## src/rtl/wb_arbiter.sv

```systemverilog
// Writeback arbiter: merges two single-cycle pipes and a FIFO-buffered
// long-latency unit onto register-file write ports 3 and 6 (registered outputs).
module wb_arbiter #(
   parameter int unsigned XLEN  = 32,
   parameter int unsigned DEPTH = 4
) (
   input  logic                       clk,
   input  logic                       reset,
   input  logic                       p0_we,
   input  logic [4:0]                 p0_rd,
   input  logic [XLEN-1:0]            p0_wd,
   input  logic                       p1_we,
   input  logic [4:0]                 p1_rd,
   input  logic [XLEN-1:0]            p1_wd,
   input  logic                       ll_valid,
   input  logic [4:0]                 ll_rd,
   input  logic [XLEN-1:0]            ll_wd,
   output logic                       ll_ready,
   output logic                       we3,
   output logic [4:0]                 a3,
   output logic [XLEN-1:0]            wd3,
   output logic                       we6,
   output logic [4:0]                 a6,
   output logic [XLEN-1:0]            wd6,
   output logic [$clog2(DEPTH):0]     ll_count,
   output logic                       ll_drop
);

   localparam int unsigned PW = $clog2(DEPTH);
   localparam int unsigned CW = PW + 1;

   logic [4:0]      mem_rd [DEPTH];
   logic [XLEN-1:0] mem_wd [DEPTH];
   logic [PW-1:0]   wr_ptr, rd_ptr;
   logic [CW-1:0]   count;

   logic            v0, v1, head_v, stale, push, pop;
   logic [4:0]      head_rd;
   logic [XLEN-1:0] head_wd;
   logic            g3_v, g6_v;
   logic [4:0]      g3_a, g6_a;
   logic [XLEN-1:0] g3_d, g6_d;

   assign ll_ready = !reset && (count != CW'(DEPTH));
   assign ll_count = count;
   assign head_v   = (count != '0);
   assign head_rd  = mem_rd[rd_ptr];
   assign head_wd  = mem_wd[rd_ptr];

   always_comb begin
      v0    = p0_we && (p0_rd != '0);
      v1    = p1_we && (p1_rd != '0);
      // rd==0 results are accepted to keep the handshake flowing but never stored
      push  = ll_valid && ll_ready && (ll_rd != '0);
      stale = head_v && ((v0 && head_rd == p0_rd) || (v1 && head_rd == p1_rd));
      pop   = head_v && (stale || !(v0 && v1));
      g3_v  = 1'b0;
      g3_a  = '0;
      g3_d  = '0;
      g6_v  = 1'b0;
      g6_a  = '0;
      g6_d  = '0;
      if (v0) begin
         g3_v = 1'b1;
         g3_a = p0_rd;
         g3_d = p0_wd;
      end else if (v1) begin
         g3_v = 1'b1;
         g3_a = p1_rd;
         g3_d = p1_wd;
      end else if (head_v && !stale) begin
         g3_v = 1'b1;
         g3_a = head_rd;
         g3_d = head_wd;
      end
      if (v0 && v1) begin
         g6_v = 1'b1;
         g6_a = p1_rd;
         g6_d = p1_wd;
      end else if ((v0 ^ v1) && head_v && !stale) begin
         g6_v = 1'b1;
         g6_a = head_rd;
         g6_d = head_wd;
      end
   end

   always_ff @(posedge clk) begin
      if (push) begin
         mem_rd[wr_ptr] <= ll_rd;
         mem_wd[wr_ptr] <= ll_wd;
      end
   end

   always_ff @(posedge clk or posedge reset) begin
      if (reset) begin
         wr_ptr  <= '0;
         rd_ptr  <= '0;
         count   <= '0;
         we3     <= 1'b0;
         a3      <= '0;
         wd3     <= '0;
         we6     <= 1'b0;
         a6      <= '0;
         wd6     <= '0;
         ll_drop <= 1'b0;
      end else begin
         if (push) wr_ptr <= wr_ptr + 1'b1;
         if (pop)  rd_ptr <= rd_ptr + 1'b1;
         count   <= count + CW'(push) - CW'(pop);
         ll_drop <= stale;
         we3     <= g3_v;
         we6     <= g6_v;
         if (g3_v) begin
            a3  <= g3_a;
            wd3 <= g3_d;
         end
         if (g6_v) begin
            a6  <= g6_a;
            wd6 <= g6_d;
         end
      end
   end

endmodule

```

## config.mk

```make
export PLATFORM = sky130hd
export DESIGN_NAME = wb_arbiter
export DESIGN_NICKNAME = d
export VERILOG_FILES = /design/src/rtl/wb_arbiter.sv
export SDC_FILE = /design/constraint.sdc
export NUM_CORES = 1
export LEC_CHECK = 0
export ABC_AREA = 1
export CAP_MARGIN = 20
export CORE_MARGIN = 2
export CORE_UTILIZATION = 47
export CTS_CLUSTER_DIAMETER = 100
export DETAILED_ROUTE_END_ITERATION = 10
export PLACE_DENSITY = 0.76
export SETUP_SLACK_MARGIN = 0.3
export SLEW_MARGIN = 20
export SYNTH_ARGS = -nofsm -noshare
export SYNTH_HDL_FRONTEND = slang
export SYNTH_SLANG_ARGS = --single-unit
```

## constraint.sdc

```tcl
create_clock -name clk -period 3 [get_ports clk]
set_clock_uncertainty 0.2 [all_clocks]
set_input_delay 0.45 -clock clk [delete_from_list [all_inputs] [get_ports clk]]
set_output_delay 0.45 -clock clk [all_outputs]
set_load 0.03 [all_outputs]
```

==> results.txt <==
----------------------------------------------------
[Logic synthesis]
  Count of cell types in the netlist ... 32
  Share of synthesized area occupied by flip-flops and latches ... 61.9%
  Post-synthesis area per instance ... 10.1 sq um
  Post-synthesis net count ... 1175
  Commonest register cell after synthesis ... sky130_fd_sc_hd__edfxtp_1
  Synthesized area ... 10600 sq um
  Yosys warns ... 0
  Post-synth EDFFs ... 148
  Number of instances in the synthesized netlist ... 1051
  Async set or reset register ratio after synthesis ... 36.2%
  Number of storage elements in the synthesis netlist ... 232

[Pwr]
  Worst IR Drop VDD ... 0.000594 V
  Power Dens Cells ... 958 nW/um^2
  Switching power as a share of total power ... 39.5%
  Relative contribution of sequential cells to total power ... 33.0%
  Leakage ... 5.79 nW
  Gate power share ... 44.8%
  Switching Power ... 5.40 mW
  Total internal power ... 8.26 mW
  Share of total power in the clock network ... 22.2%

[Clock tree]
  Cts bufs inserted ... 25
  Hold-fix buffers, CTS ... 0
  H-tree levels ... 1
  Skew-Pair Late Insertion Delay ... 0.52 ns
  Maximum buffer depth of the clock tree ... 3
  Clock slew at reported path FFs ... 0.06 ns
  CTS Root Cell ... sky130_fd_sc_hd__clkbuf_16
  Sinks on the clock net ... 232
  Clock tree from TritonCTS ... built

[Floorplan]
  IO Pins ... 197
  Initial cell density of the core ... 48.1%
  Core region area ... 22000 sq um
  Die ar. ... 23700 sq um
  Die Y-Extent ... 154 um
  X dimension of the die ... 154 um
  Site row count ... 54

[Critical path]
  Worst r2r src ... rd_ptr[0]
  Data arrival time of the critical path ... 3.00 ns
  Worst setup slack for register-to-register paths ... 0.21 ns
  Buffers and inverters on the worst path ... 4
  Critical path startpoint category ... flip-flop
  Largest stage delay on the critical path ... 0.50 ns
  Required time worst endpoint ... 3.22 ns
  CP Class ... reg2reg
  Slowest cell on crit path ... sky130_fd_sc_hd__fa_2
  Most frequent CP cell ... sky130_fd_sc_hd__nand2_2
  Worst reg2reg endpoint ... ll_count[1]
  Top delay family on crit path ... simple AND/OR/NAND/NOR gates
  Element type at the critical path end ... flip-flop
  Series of cell instances along the critical path ... buf_12 > nand2_2 > nand3_4 > nand3_1 > nand2_1 > nor2_2 > nand3_2 > nand2_2 > nand2_2 > nand2_2 > ha_4 > inv_2 > ha_4 > inv_2 > fa_2 > inv_1
  Top fanout value on the critical path ... 7
  Register-to-Register Path Depth ... 16

[Routing]
  Remaining routing DRC violations ... 0
  Initial DRC count ... 769
  DR vias ... 8682
  Total wire length ... 29.6 mm
  Residual antenna-violating net count after detailed routing ... 0
  Number of detailed-routing iterations run before antenna repair ... 5
  Vias per inst ... 5.55
  Wire per inst ... 18.9 um

[Finish]
  Area added between synthesis and finish ... 34.9%
  Number of cells in the finished layout apart from fillers ... 1563
  Area of all placed cells without fillers ... 14300 sq um
  Storage element area ... 6550 sq um
  Leading cell type in the layout, fill and taps excluded ... sky130_fd_sc_hd__nand2_1
  Count of filler cells inserted in the layout ... 1668
  Most frequent cells in the layout ... 292 x sky130_fd_sc_hd__nand2_1, 196 x sky130_fd_sc_hd__clkdlybuf4s50_1, 148 x sky130_fd_sc_hd__edfxtp_1
  Layout Nets ... 1387
  Fraction of layout cells with a size suffix above 1 ... 13.4%
  Footprint of the multi-input gates ... 3800 sq um

[Global routing]
  Pin count of the biggest net entering global routing ... 75
  Global route overflow ... 0
  Global-route wire length before repair ... 44.8 mm
  Number of antenna violations at the first check in global routing ... 1
  Total GRT Usage ... 24.0%
  Number of global-route vias before repair ... 7971

[STA]
  Setup repair after global routing missed its margin ... yes
  Max transition margin ... 49.1%
  Final setup viols ... 0
  Final worst path period need ... 2.79 ns
  Tightest Pin Transition ... 0.764 ns
  Number of failing hold endpoints at the final stage ... 0
  Maximum operating frequency ... 359 MHz
  Fin Setup TNS ... 0 ns
  Final clock period utilization by the worst path ... 92.9%
  Fin. max-slew vios ... 0
  Worst hold slack after final layout ... 0.234 ns

[Placed design]
  Placement Cell Area ... 13000 sq um
  PortBufs ... 196
  Final HPWL from detailed placement ... 19.3 mm
  Final weighted congestion in routability-driven placement ... 0.880
  Post-placement cell count ... 1497

[Worst hold path]
  HP Class ... in2async

[Run]
  MaxCap Viol Count ... 0

[Run status]
  Result of the run ... finished, final reports clean

----------------------------------------------------
## metal layers
metal	track usage, %	share of wire, %	vias up
met5	0	0	-
met4	6.81	2.3	0
met3	4.37	8.0	55
met2	38.0	48	384
met1	34.1	42	4191
li1	-	-	4052
## cells by family (layout without fill, tap and decap cells)
group | Yosys count | after routing | synth area share, %
AND/OR/NAND/NOR | 559 | 561 | 23.3
buffers and inverters | 129 | 357 | 5.40
adder cells (fa/ha/maj) | 8 | 8 | 1.02
other | 0 | 2 | 0
flip-flops | 232 | 232 | 61.9
multiplexers | 16 | 16 | 1.52
AO/OA/AOI/OAI | 103 | 103 | 6.46
XOR/XNOR | 4 | 4 | 0.332
## cell type report
cell class                      count  share of cell area (%)
Sequential cell                   232                    45.9
Inverter                           58                    1.61
Timing Repair inverter              1                  0.0439
Timing Repair Buffer              253                    17.6
Tap cell                          280                    2.46
Multi-Input combinational cell    692                    26.6
Clock inverter                     14                    1.04
Antenna cell                        2                  0.0351
Clock buffer                       31                    4.61
## how the worst max path moves through the flow
| stage | startpoint | end | slack, ns | depth (start not counted) |
|---|---|---|---|---|
| after global routing | rd_ptr[0] | ll_count[1] | 0.1 | 16 |
| final | rd_ptr[0] | ll_count[1] | 0.21 | 16 |
| after global placement | p1_rd[0] | ll_count[1] | -0.04 | 17 |
| after CTS | rd_ptr[0] | ll_count[1] | 0.29 | 17 |
| after floorplan | p0_rd[2] | ll_count[1] | 0.30 | 16 |
| after detailed placement | p1_rd[3] | ll_count[1] | -0.1 | 17 |
## worst register-to-register path: stages (launching register included)
cell                      delay, ns
sky130_fd_sc_hd__dfrtp_2       0.49
sky130_fd_sc_hd__buf_12        0.18
sky130_fd_sc_hd__nand2_2       0.08
sky130_fd_sc_hd__nand3_4       0.11
sky130_fd_sc_hd__nand3_1       0.12
sky130_fd_sc_hd__nand2_1       0.08
sky130_fd_sc_hd__nor2_2        0.12
sky130_fd_sc_hd__nand3_2       0.11
sky130_fd_sc_hd__nand2_2       0.08
sky130_fd_sc_hd__nand2_2       0.05
sky130_fd_sc_hd__nand2_2       0.10
sky130_fd_sc_hd__ha_4          0.20
sky130_fd_sc_hd__inv_2         0.06
sky130_fd_sc_hd__ha_4          0.12
sky130_fd_sc_hd__inv_2         0.03
sky130_fd_sc_hd__fa_2          0.50
sky130_fd_sc_hd__inv_1         0.04
## power by group through the flow
stage               Clock, mW  Sequential [mW]  Combinational (mW)
floorplan                   0             5.32                2.69
global placement            0             4.52                5.47
detailed placement          0             4.54                5.55
CTS                      3.07             4.49                5.65
global route             3.20             4.58                6.56
finish                   3.03             4.51                6.13
## per-stage QoR
stage / total power [mW] / util, % / worst slack, ns
after floorplan: 8.02 / - / 0.299
after global placement: 9.99 / 59.4 / -0.0369
after detailed placement: 10.1 / 59.4 / -0.0953
after CTS: 13.2 / 63.3 / 0.290
after global routing: 14.3 / 64.9 / 0.0988
final: 13.7 / 65.0 / 0.213
## sequential cells by signal, summed over array words and instances, names as in the netlist
signal,cells
a3,5
a6,5
ll_count,3
ll_drop,1
mem_rd,20
mem_wd,128
rd_ptr,2
wd3,32
wd6,32
we3,1
we6,1
wr_ptr,2
## synth_stat cells (2+ instances only)
master	count	area [sq um]
sky130_fd_sc_hd__nand2_1	315	1180
sky130_fd_sc_hd__edfxtp_1	148	4440
sky130_fd_sc_hd__nand3_1	124	621
sky130_fd_sc_hd__dfrtp_1	84	2100
sky130_fd_sc_hd__nor2_1	59	221
sky130_fd_sc_hd__inv_1	56	210
sky130_fd_sc_hd__clkbuf_1	42	158
sky130_fd_sc_hd__nand4_1	39	244
sky130_fd_sc_hd__o21ai_0	35	175
sky130_fd_sc_hd__a21oi_1	33	165
sky130_fd_sc_hd__a32o_1	32	320
sky130_fd_sc_hd__mux2i_1	16	160
sky130_fd_sc_hd__buf_2	9	45.0
sky130_fd_sc_hd__buf_1	7	26.3
sky130_fd_sc_hd__buf_4	7	52.6
sky130_fd_sc_hd__ha_1	7	87.6
sky130_fd_sc_hd__nand3_2	6	60.1
sky130_fd_sc_hd__buf_6	5	56.3
sky130_fd_sc_hd__nand2_2	4	25.0
sky130_fd_sc_hd__or2_2	4	25.0
sky130_fd_sc_hd__a211oi_1	2	15.0
sky130_fd_sc_hd__inv_2	2	7.51
sky130_fd_sc_hd__nand3_4	2	35.0
sky130_fd_sc_hd__nand3b_1	2	15.0
sky130_fd_sc_hd__nor3_1	2	10.0
sky130_fd_sc_hd__xnor2_1	2	17.5
sky130_fd_sc_hd__xor2_1	2	17.5
## timing repair
item,CTS,global route
setup buffers,2,13
gates resized for setup,12,55
cloned,1,3
setup endpoints to repair,2,54
pin swaps,6,30
Power figures use the tool's default switching activity.
